[config.mk]
export PLATFORM = sky130hd
export DESIGN_NAME = ram_arbiter
export DESIGN_NICKNAME = d
export VERILOG_FILES = /design/src/rtl/ram_arbiter_pkg.sv /design/src/rtl/ram_arb_rr.sv /design/src/rtl/ram_arbiter.sv
export SDC_FILE = /design/constraint.sdc
export NUM_CORES = 1
export LEC_CHECK = 0
export ABC_CLOCK_PERIOD_IN_PS = 3000
export CAP_MARGIN = 20
export CORE_AREA = 10 10 84 86
export CTS_CLUSTER_DIAMETER = 200
export DETAILED_ROUTE_END_ITERATION = 16
export DIE_AREA = 0 0 94 96
export DONT_BUFFER_PORTS = 1
export HOLD_SLACK_MARGIN = 0.05
export PLACE_DENSITY = 0.73
export SETUP_SLACK_MARGIN = 0.5
export SLEW_MARGIN = 20
export SYNTH_ARGS = -nofsm -noshare
export SYNTH_HDL_FRONTEND = slang
export SYNTH_SLANG_ARGS = --single-unit
[constraint.sdc]
create_clock -name clk -period 3 [get_ports clk]
set_input_delay 0.75 -clock clk [delete_from_list [all_inputs] [get_ports clk]]
set_output_delay 0.75 -clock clk [all_outputs]
set_load 0.05 [all_outputs]
[src/rtl/ram_arbiter_pkg.sv]
// ram_arbiter_pkg: shared state encodings, grant constants and default widths
package ram_arbiter_pkg;
    localparam int AW = 13;
    localparam int DW = 32;
    localparam logic [1:0] IDLE   = 2'd0;
    localparam logic [1:0] BUSY_I = 2'd1;
    localparam logic [1:0] BUSY_D = 2'd2;
    localparam logic [1:0] GNT_I  = 2'b01;
    localparam logic [1:0] GNT_D  = 2'b10;
endpackage

[src/rtl/ram_arb_rr.sv]
// ram_arb_rr: 2-way round-robin picker with a registered last-served bit
module ram_arb_rr
    import ram_arbiter_pkg::*;
(
    input  logic       clk,
    input  logic       rst,
    input  logic [1:0] req,
    input  logic       adv,
    output logic [1:0] gnt
);
    logic last_d;
    // under contention the port not served last wins; a lone request always wins
    always_comb begin
        gnt = req == 2'b11 ? (last_d ? GNT_I : GNT_D) :
              req[0] ? GNT_I : req[1] ? GNT_D : 2'b00;
    end
    // reset marks D as last served so the fetch port wins first
    always_ff @(posedge clk) begin
        if (rst) last_d <= 1'b1;
        else if (adv) last_d <= gnt[1];
    end
endmodule

[src/rtl/ram_arbiter.sv]
// ram_arbiter: shares the single-port RAM between a fetch port and a load/store port
module ram_arbiter
    import ram_arbiter_pkg::*;
#(
    parameter int aw = AW,
    parameter int dw = DW
) (
    input  logic          clk,
    input  logic          rst,
    input  logic          iram_req,
    input  logic [aw-1:0] iram_addr,
    output logic          iram_ack,
    output logic [dw-1:0] iram_dat,
    input  logic          dram_req,
    input  logic          dram_we,
    input  logic [3:0]    dram_sel,
    input  logic [aw-1:0] dram_addr,
    input  logic [dw-1:0] dram_dat_i,
    output logic          dram_ack,
    output logic [dw-1:0] dram_dat_o,
    output logic [aw-1:0] ram_addr,
    output logic [3:0]    ram_sel,
    output logic          ram_we,
    output logic [dw-1:0] ram_di,
    input  logic [dw-1:0] ram_doq
);
    logic [1:0]    state;
    logic [1:0]    gnt;
    logic          idle;
    logic          gi;
    logic          gd;
    logic [aw-1:0] addr_q;
    logic [3:0]    sel_q;
    logic [dw-1:0] di_q;
    ram_arb_rr u_rr (
        .clk (clk),
        .rst (rst),
        .req ({dram_req, iram_req}),
        .adv (gi | gd),
        .gnt (gnt)
    );
    // grants only happen in IDLE out of reset; RAM pins follow the winner, else hold
    always_comb begin
        idle       = state == IDLE && !rst;
        gi         = idle && gnt[0];
        gd         = idle && gnt[1];
        ram_addr   = gd ? dram_addr : gi ? iram_addr : addr_q;
        ram_sel    = gd ? dram_sel : gi ? 4'hF : sel_q;
        ram_di     = (gi || gd) ? dram_dat_i : di_q;
        ram_we     = gd && dram_we;
        iram_ack   = state == BUSY_I && !rst;
        dram_ack   = state == BUSY_D && !rst;
        iram_dat   = ram_doq;
        dram_dat_o = ram_doq;
    end
    // FSM plus hold registers that keep the RAM address stable during BUSY
    always_ff @(posedge clk) begin
        if (rst) begin
            state  <= IDLE;
            addr_q <= '0;
            sel_q  <= '0;
            di_q   <= '0;
        end else if (gi || gd) begin
            state  <= gd ? BUSY_D : BUSY_I;
            addr_q <= ram_addr;
            sel_q  <= ram_sel;
            di_q   <= ram_di;
        end else begin
            state  <= IDLE;
        end
    end
endmodule
Word-level counts from Yosys, hierarchy flattened
Index checks and enable logic that the tools add are counted.
{"block": "classes", "n_reduce_logical": 10, "bitwise_logic": 2, "n_eq_ne": 3, "mux": 10}
{"cell": "32-bit two-way mux", "count": 1}
{"cell": "13-bit two-way mux", "count": 2}
{"cell": "2-bit two-way mux", "count": 5}
{"cell": "4-bit two-way mux", "count": 2}
{"cell": "1-bit logical AND", "count": 6}
{"cell": "2-bit == test, second input constant", "count": 2}
{"cell": "2-bit by 1-bit == test with 1-bit output, second input constant", "count": 1}
{"cell": "2-bit logical NOT", "count": 1}
{"cell": "2-bit OR reduction", "count": 1}
{"cell": "1-bit logical NOT", "count": 1}
{"cell": "1-bit logical OR", "count": 1}
{"cell": "1-bit inverter", "count": 1}
{"cell": "1-bit OR", "count": 1}
{"block": "totals", "regBits": 52, "out_inout_bits": 116, "word_cells": 30, "in_bits": 99}

Logic depth before layout (Yosys ltp)
{"block": "logic_depth", "ltp_word": 7, "ltp_mapped": 6}

By module
A second synthesis with hierarchy kept.
{"block": "hier_totals", "hier_cells": 370, "area_unflattened_um2": 2860.2}
{"mod": "ram_arbiter", "n_inst": 1, "area_per_inst_um2": 2806.4, "cells_each": 364, "seq_area_each_um2": 1021.0}
{"mod": "ram_arb_rr", "n_inst": 1, "area_per_inst_um2": 53.8, "cells_each": 6, "seq_area_each_um2": 20.0}

Least setup slack after synthesis
No wires, ideal clock.
{"block": "synth_timing", "path_type": "input port to output port", "from": "in dram_req", "to": "out ram_addr[0]", "n_path_buf": 3, "slack_ps": -281, "stages": 6, "required_time_ps": 2250, "t_arrival_ps": 2531, "path_cell_list": "or3b_1 > clkbuf_2 > or2_1 > buf_6 > buf_2 > a31oi_1"}
{"block": "synth_between", "elab_chain_cells": 5, "elab_cells_between_ends": 8, "cone_classes": "eq/ne: 1; mux: 5; reduce/logical: 2"}
{"element": "from (decl)", "line_no": "ram_arbiter.sv:14", "text": "input logic dram_req,"}
{"element": "2-bit == test or 2-bit two-way mux (tied branches)", "line_no": "ram_arb_rr.sv:14, ram_arb_rr.sv:15"}
{"element": "2-bit two-way mux *", "line_no": "ram_arb_rr.sv:14", "text": "gnt = req == 2'b11 ? (last_d ? GNT_I : GNT_D) :"}
{"element": "1-bit logical AND or 2-bit two-way mux (tied branches)", "line_no": "ram_arbiter.sv:45, ram_arb_rr.sv:14"}
{"element": "13-bit two-way mux or 1-bit logical AND (tied branches)", "line_no": "ram_arbiter.sv:47, ram_arbiter.sv:46"}
{"element": "13-bit two-way mux *", "line_no": "ram_arbiter.sv:47", "text": "ram_addr = gd ? dram_addr : gi ? iram_addr : addr_q;"}
{"element": "to (decl)", "line_no": "ram_arbiter.sv:21", "text": "output logic [aw-1:0] ram_addr,"}
Mark *: on every way between the ends. The rest lies on a longest branch, timed or not.

Worst setup path after layout
{"block": "layout_timing", "from": "in iram_req", "to": "out ram_addr[12]"}
{"block": "layout_between", "elab_chain_cells": 5, "elab_cells_between_ends": 7, "cone_classes": "eq/ne: 1; mux: 4; reduce/logical: 2"}
{"element": "from (decl)", "line_no": "ram_arbiter.sv:10", "text": "input logic iram_req,"}
{"element": "2-bit == test or 2-bit two-way mux (tied branches)", "line_no": "ram_arb_rr.sv:14, ram_arb_rr.sv:15"}
{"element": "2-bit two-way mux *", "line_no": "ram_arb_rr.sv:14"}
{"element": "1-bit logical AND", "line_no": "ram_arbiter.sv:45", "text": "gi = idle && gnt[0];"}
{"element": "13-bit two-way mux", "line_no": "ram_arbiter.sv:47"}
{"element": "13-bit two-way mux *", "line_no": "ram_arbiter.sv:47"}
Marks and branches as above.

==> impl_metrics.prom <==
# TYPE chip_impl_metric gauge
chip_impl_info{name="outcome",value="finished clean"} 1
chip_impl_info{name="worstHoldStart",value="di_q[12]"} 1
chip_impl_metric{name="vias_in_the_first_global_route",unit=""} 2667
chip_impl_metric{name="p_per_area",unit="mW/mm^2"} 508.0
chip_impl_metric{name="drt.antenna.violating_nets",unit=""} 0
chip_impl_metric{name="hold_violations",unit=""} 0
chip_impl_metric{name="sequential_fraction_of_the_synthesis_area",unit="%"} 35.74
chip_impl_metric{name="synth-edff-count",unit=""} 0
chip_impl_metric{name="layout-area-overhead-vs-synth",unit="%"} 42.53
chip_impl_metric{name="final.period_utilization",unit="%"} 91.53
chip_impl_metric{name="clock_path_buffers",unit=""} 2
chip_impl_metric{name="worst_ep_required_time",unit="ns"} 2.25
chip_impl_metric{name="clock_sink_count",unit=""} 52
chip_impl_metric{name="port_buffers",unit=""} 0
chip_impl_metric{name="dr_total_vias",unit=""} 2690
chip_impl_metric{name="clk-insertion-delay-late",unit="ns"} 0.30
chip_impl_metric{name="sw_frac_of_total",unit="%"} 40.32
chip_impl_info{name="worstSetupEndpointType",value="output pin"} 1
chip_impl_info{name="r2r-start",value="state[1]"} 1
chip_impl_info{name="cts_tree",value="yes"} 1
chip_impl_metric{name="combinational_group_share_of_total_power",unit="%"} 43.4
chip_impl_metric{name="timing.final.setup_violations",unit=""} 0
chip_impl_info{name="timing.setup.critical_path_class",value="input port to output pin"} 1
chip_impl_metric{name="h_tree_levels",unit=""} 2
chip_impl_metric{name="drive_above_1_share",unit="%"} 54.01
chip_impl_metric{name="initial_core_util",unit="%"} 53.89
chip_impl_metric{name="ys.warnings.count",unit=""} 0
chip_impl_metric{name="grt_overflow",unit=""} 0
chip_impl_metric{name="worst_ep_arrival_time",unit="ns"} 2.00
chip_impl_metric{name="place.gp.congestion",unit=""} 0.7315
chip_impl_metric{name="power.switching",unit="uW"} 850.3
chip_impl_info{name="worst_hold_path.endpoint",value="di_q[12]"} 1
chip_impl_metric{name="fin_skew",unit="ns"} 0.005595
chip_impl_metric{name="yosysUniqueCellTypes",unit=""} 31
chip_impl_metric{name="hpwl",unit="um"} 5930
chip_impl_metric{name="floorplan.die.height",unit="um"} 96
chip_impl_metric{name="fmax",unit="MHz"} 364.2
chip_impl_metric{name="power.leakage",unit="uW"} 0.001420
chip_impl_metric{name="syn_nets",unit=""} 469
chip_impl_metric{name="drt-pass1-iter-count",unit=""} 4
chip_impl_metric{name="placedCellCount",unit=""} 376
chip_impl_metric{name="synth_async_sr_flop_share",unit="%"} 0
chip_impl_metric{name="num_antenna_cells",unit=""} 0
chip_impl_metric{name="yosys.area.top_type_share",unit="%"} 35.74
chip_impl_metric{name="drc",unit=""} 0
chip_impl_metric{name="syn-instance-count",unit=""} 370
chip_impl_metric{name="ff_to_ff_setup_slack",unit="ns"} 0.89
chip_impl_metric{name="maximum_number_of_pins_on_one_net_before_global_route_repair",unit=""} 66
chip_impl_metric{name="std_cell_rows",unit=""} 27
chip_impl_metric{name="post_drt_wl_per_cell",unit="um"} 24.18
chip_impl_metric{name="grt_pass1_wl",unit="um"} 13760
chip_impl_metric{name="drv_slew",unit=""} 0
chip_impl_metric{name="total_design_power",unit="uW"} 2109
chip_impl_info{name="yosys.cell_count.top_type",value="sky130_fd_sc_hd__buf_4"} 1
chip_impl_metric{name="timing.critical_path.slowest_cell_delay",unit="ns"} 0.47
chip_impl_metric{name="worstMarginPinSlew",unit="ns"} 0.6761
chip_impl_metric{name="rr_worst_depth",unit=""} 9
chip_impl_info{name="rsz0062_at_grt",value="true"} 1
chip_impl_metric{name="drt-initial-drc-count",unit=""} 125
chip_impl_metric{name="ir_worst_vdd",unit="V"} 0.0003676
chip_impl_metric{name="hold_path_depth",unit=""} 2
chip_impl_info{name="timing.critical_path.from",value="iram_req"} 1
chip_impl_metric{name="cts_hold_buf",unit=""} 0
chip_impl_metric{name="multi_input_comb_area",unit="sq mm"} 0.002207
chip_impl_metric{name="intPower",unit="uW"} 1259
chip_impl_metric{name="synthesized_cell_area",unit="sq mm"} 0.002913
chip_impl_metric{name="nets",unit=""} 435
chip_impl_metric{name="timing.setup.tns",unit="ns"} 0
chip_impl_info{name="biggest_area_contributors_in_the_synthesized_netlist",value="sky130_fd_sc_hd__dfxtp_1, sky130_fd_sc_hd__buf_4, sky130_fd_sc_hd__a21oi_1"} 1
chip_impl_metric{name="timing.critical_path.buf_inv",unit=""} 2
chip_impl_metric{name="synth.ff_latch_count",unit=""} 52
chip_impl_info{name="min-delay-path-class",value="register to register"} 1
chip_impl_info{name="crit_slowest_cell",value="sky130_fd_sc_hd__or3b_4"} 1
chip_impl_metric{name="grt_antenna_before_repair",unit=""} 0
chip_impl_info{name="terminus_of_the_critical_flop_to_flop_path",value="addr_q[6]"} 1
chip_impl_metric{name="worst_slew_margin_rel",unit="%"} 54.93
chip_impl_metric{name="die-width",unit="um"} 94
chip_impl_metric{name="worstPathMaxFanout",unit=""} 13
chip_impl_info{name="ys_dominant_reg_cell",value="sky130_fd_sc_hd__dfxtp_1"} 1
chip_impl_metric{name="cts_made_buffers",unit=""} 5
chip_impl_metric{name="io-pin-count",unit=""} 215
chip_impl_info{name="kind_of_cell_adding_the_most_delay_to_the_critical_path",value="simple AND/OR/NAND/NOR gates"} 1
chip_impl_metric{name="pwr-share-clk",unit="%"} 19.8
chip_impl_metric{name="n_fill_cell",unit=""} 336
chip_impl_metric{name="core_area",unit="sq mm"} 0.005405
chip_impl_info{name="yosys.area.top_type",value="sky130_fd_sc_hd__dfxtp_1"} 1
chip_impl_metric{name="layout.area.seq",unit="sq mm"} 0.001042
chip_impl_info{name="timing.critical_path.from_type",value="input port"} 1
chip_impl_info{name="root_buffer_cell",value="sky130_fd_sc_hd__clkbuf_8"} 1
chip_impl_metric{name="final_cell_count_no_fill",unit=""} 409
chip_impl_metric{name="seqPwrFrac",unit="%"} 36.7
chip_impl_metric{name="die_area",unit="sq mm"} 0.009024
chip_impl_info{name="timing.critical_path.cells",value="or3b_4 -> buf_4 -> o31ai_4 -> a31oi_4 -> buf_12"} 1
chip_impl_metric{name="fin_crit",unit="ns"} 2.746
chip_impl_metric{name="clk_pin_slew",unit="ns"} 0.09
chip_impl_info{name="netlist_top_cells_count",value="sky130_fd_sc_hd__buf_4, sky130_fd_sc_hd__dfxtp_1, sky130_fd_sc_hd__nand2_1"} 1
chip_impl_metric{name="routed_wirelength",unit="um"} 9888
chip_impl_metric{name="grt.total_usage",unit="%"} 18.67
chip_impl_metric{name="vias_per_cell",unit=""} 6.577
chip_impl_metric{name="syn-mean-instance-area",unit="sq um"} 7.872
chip_impl_metric{name="max-cap-violations",unit=""} 0
[layout by cell type, fill, tap and decap left out, drive strengths merged, types with 3 or more instances in the layout]
cell type,Yosys,routed
a21oi,32,32
a311oi,13,13
a31oi,13,13
buf,69,55
clkbuf,28,8
dfxtp,52,52
nand2,33,33
nand3,32,32
nand4,13,13
nor3,15,15
nor3b,3,3
o21ai,32,32
o221a,4,4
o22a,4,4
o31ai,13,13
[per-layer routing]
layer	share of wire (%)	up-vias	global-route usage, %
met5	0	-	0
met4	1.5	0	5.063
met3	9.3	20	8.405
met2	53	119	32.49
met1	36	1335	20.19
li1	-	1216	-
[tightest hold or removal path: cells and delay by family (launching register included)]
family / cells / cell delay [ns]
DFF: 1 / 0.33
AOI/OAI and AO/OA: 2 / 0.13
[metrics by stage]
step	setup WS (ns)	hold slack, ns	utilization [%]	area, sq um
2_1_floorplan	0.1502	0.4562	-	3346
3_3_place_gp	0.09990	0.4547	58.56	3166
3_5_place_dp	0.06610	0.4681	58.56	3166
4_1_cts	0.2532	0.4807	70.39	3805
5_1_grt	0.1981	0.4985	76.81	4151
6_report	0.2542	0.5015	76.81	4151
[timing repair]
item | in CTS | in global routing
endpoints found under the setup margin | 50 | 50
resized for setup | 94 | 41
pin swaps | 29 | 7
buffers inserted | 12 | 9
cloned | 3 | 1
[area by class of cell]
type / instances / area share, %
clock buffers: 7 / 2.080
clock inverters: 1 / 0.1808
inverters: 2 / 0.3014
multi-input cells: 219 / 53.16
flip-flops and latches: 52 / 25.11
well taps: 72 / 2.170
repair buffers: 56 / 17.00
[power by group through the flow]
| stage | combinational [uW] | sequential (uW) | clock, uW |
|---|---|---|---|
| finish | 916 | 775 | 418 |
| global route | 950 | 778 | 458 |
| CTS | 846 | 765 | 425 |
| detailed placement | 751 | 775 | 0 |
| global placement | 740 | 773 | 0 |
| floorplan | 812 | 772 | 0 |
[logic make-up after synthesis]
logic type | count (synthesis) | synth area share, %
flops | 52 | 35.74
simple gates | 106 | 18.04
buf+inv | 99 | 21.91
compound gates | 113 | 24.31
[sequential cells by signal (all words and copies together) (netlist names)]
signal,flops
di_q,32
addr_q,13
state,2
u_rr.last_d,1
sel_q,4
[how the worst max path moves through the flow]
stage	end	slack (ns)	cells past startpoint
6_report	ram_addr[12]	0.25	5
5_1_grt	ram_addr[6]	0.20	6
4_1_cts	ram_addr[12]	0.25	5
3_5_place_dp	ram_addr[12]	0.07	5
3_3_place_gp	ram_addr[12]	0.1	5
2_1_floorplan	ram_addr[0]	0.15	6
Note: power is estimated with default switching activity, not from simulation.
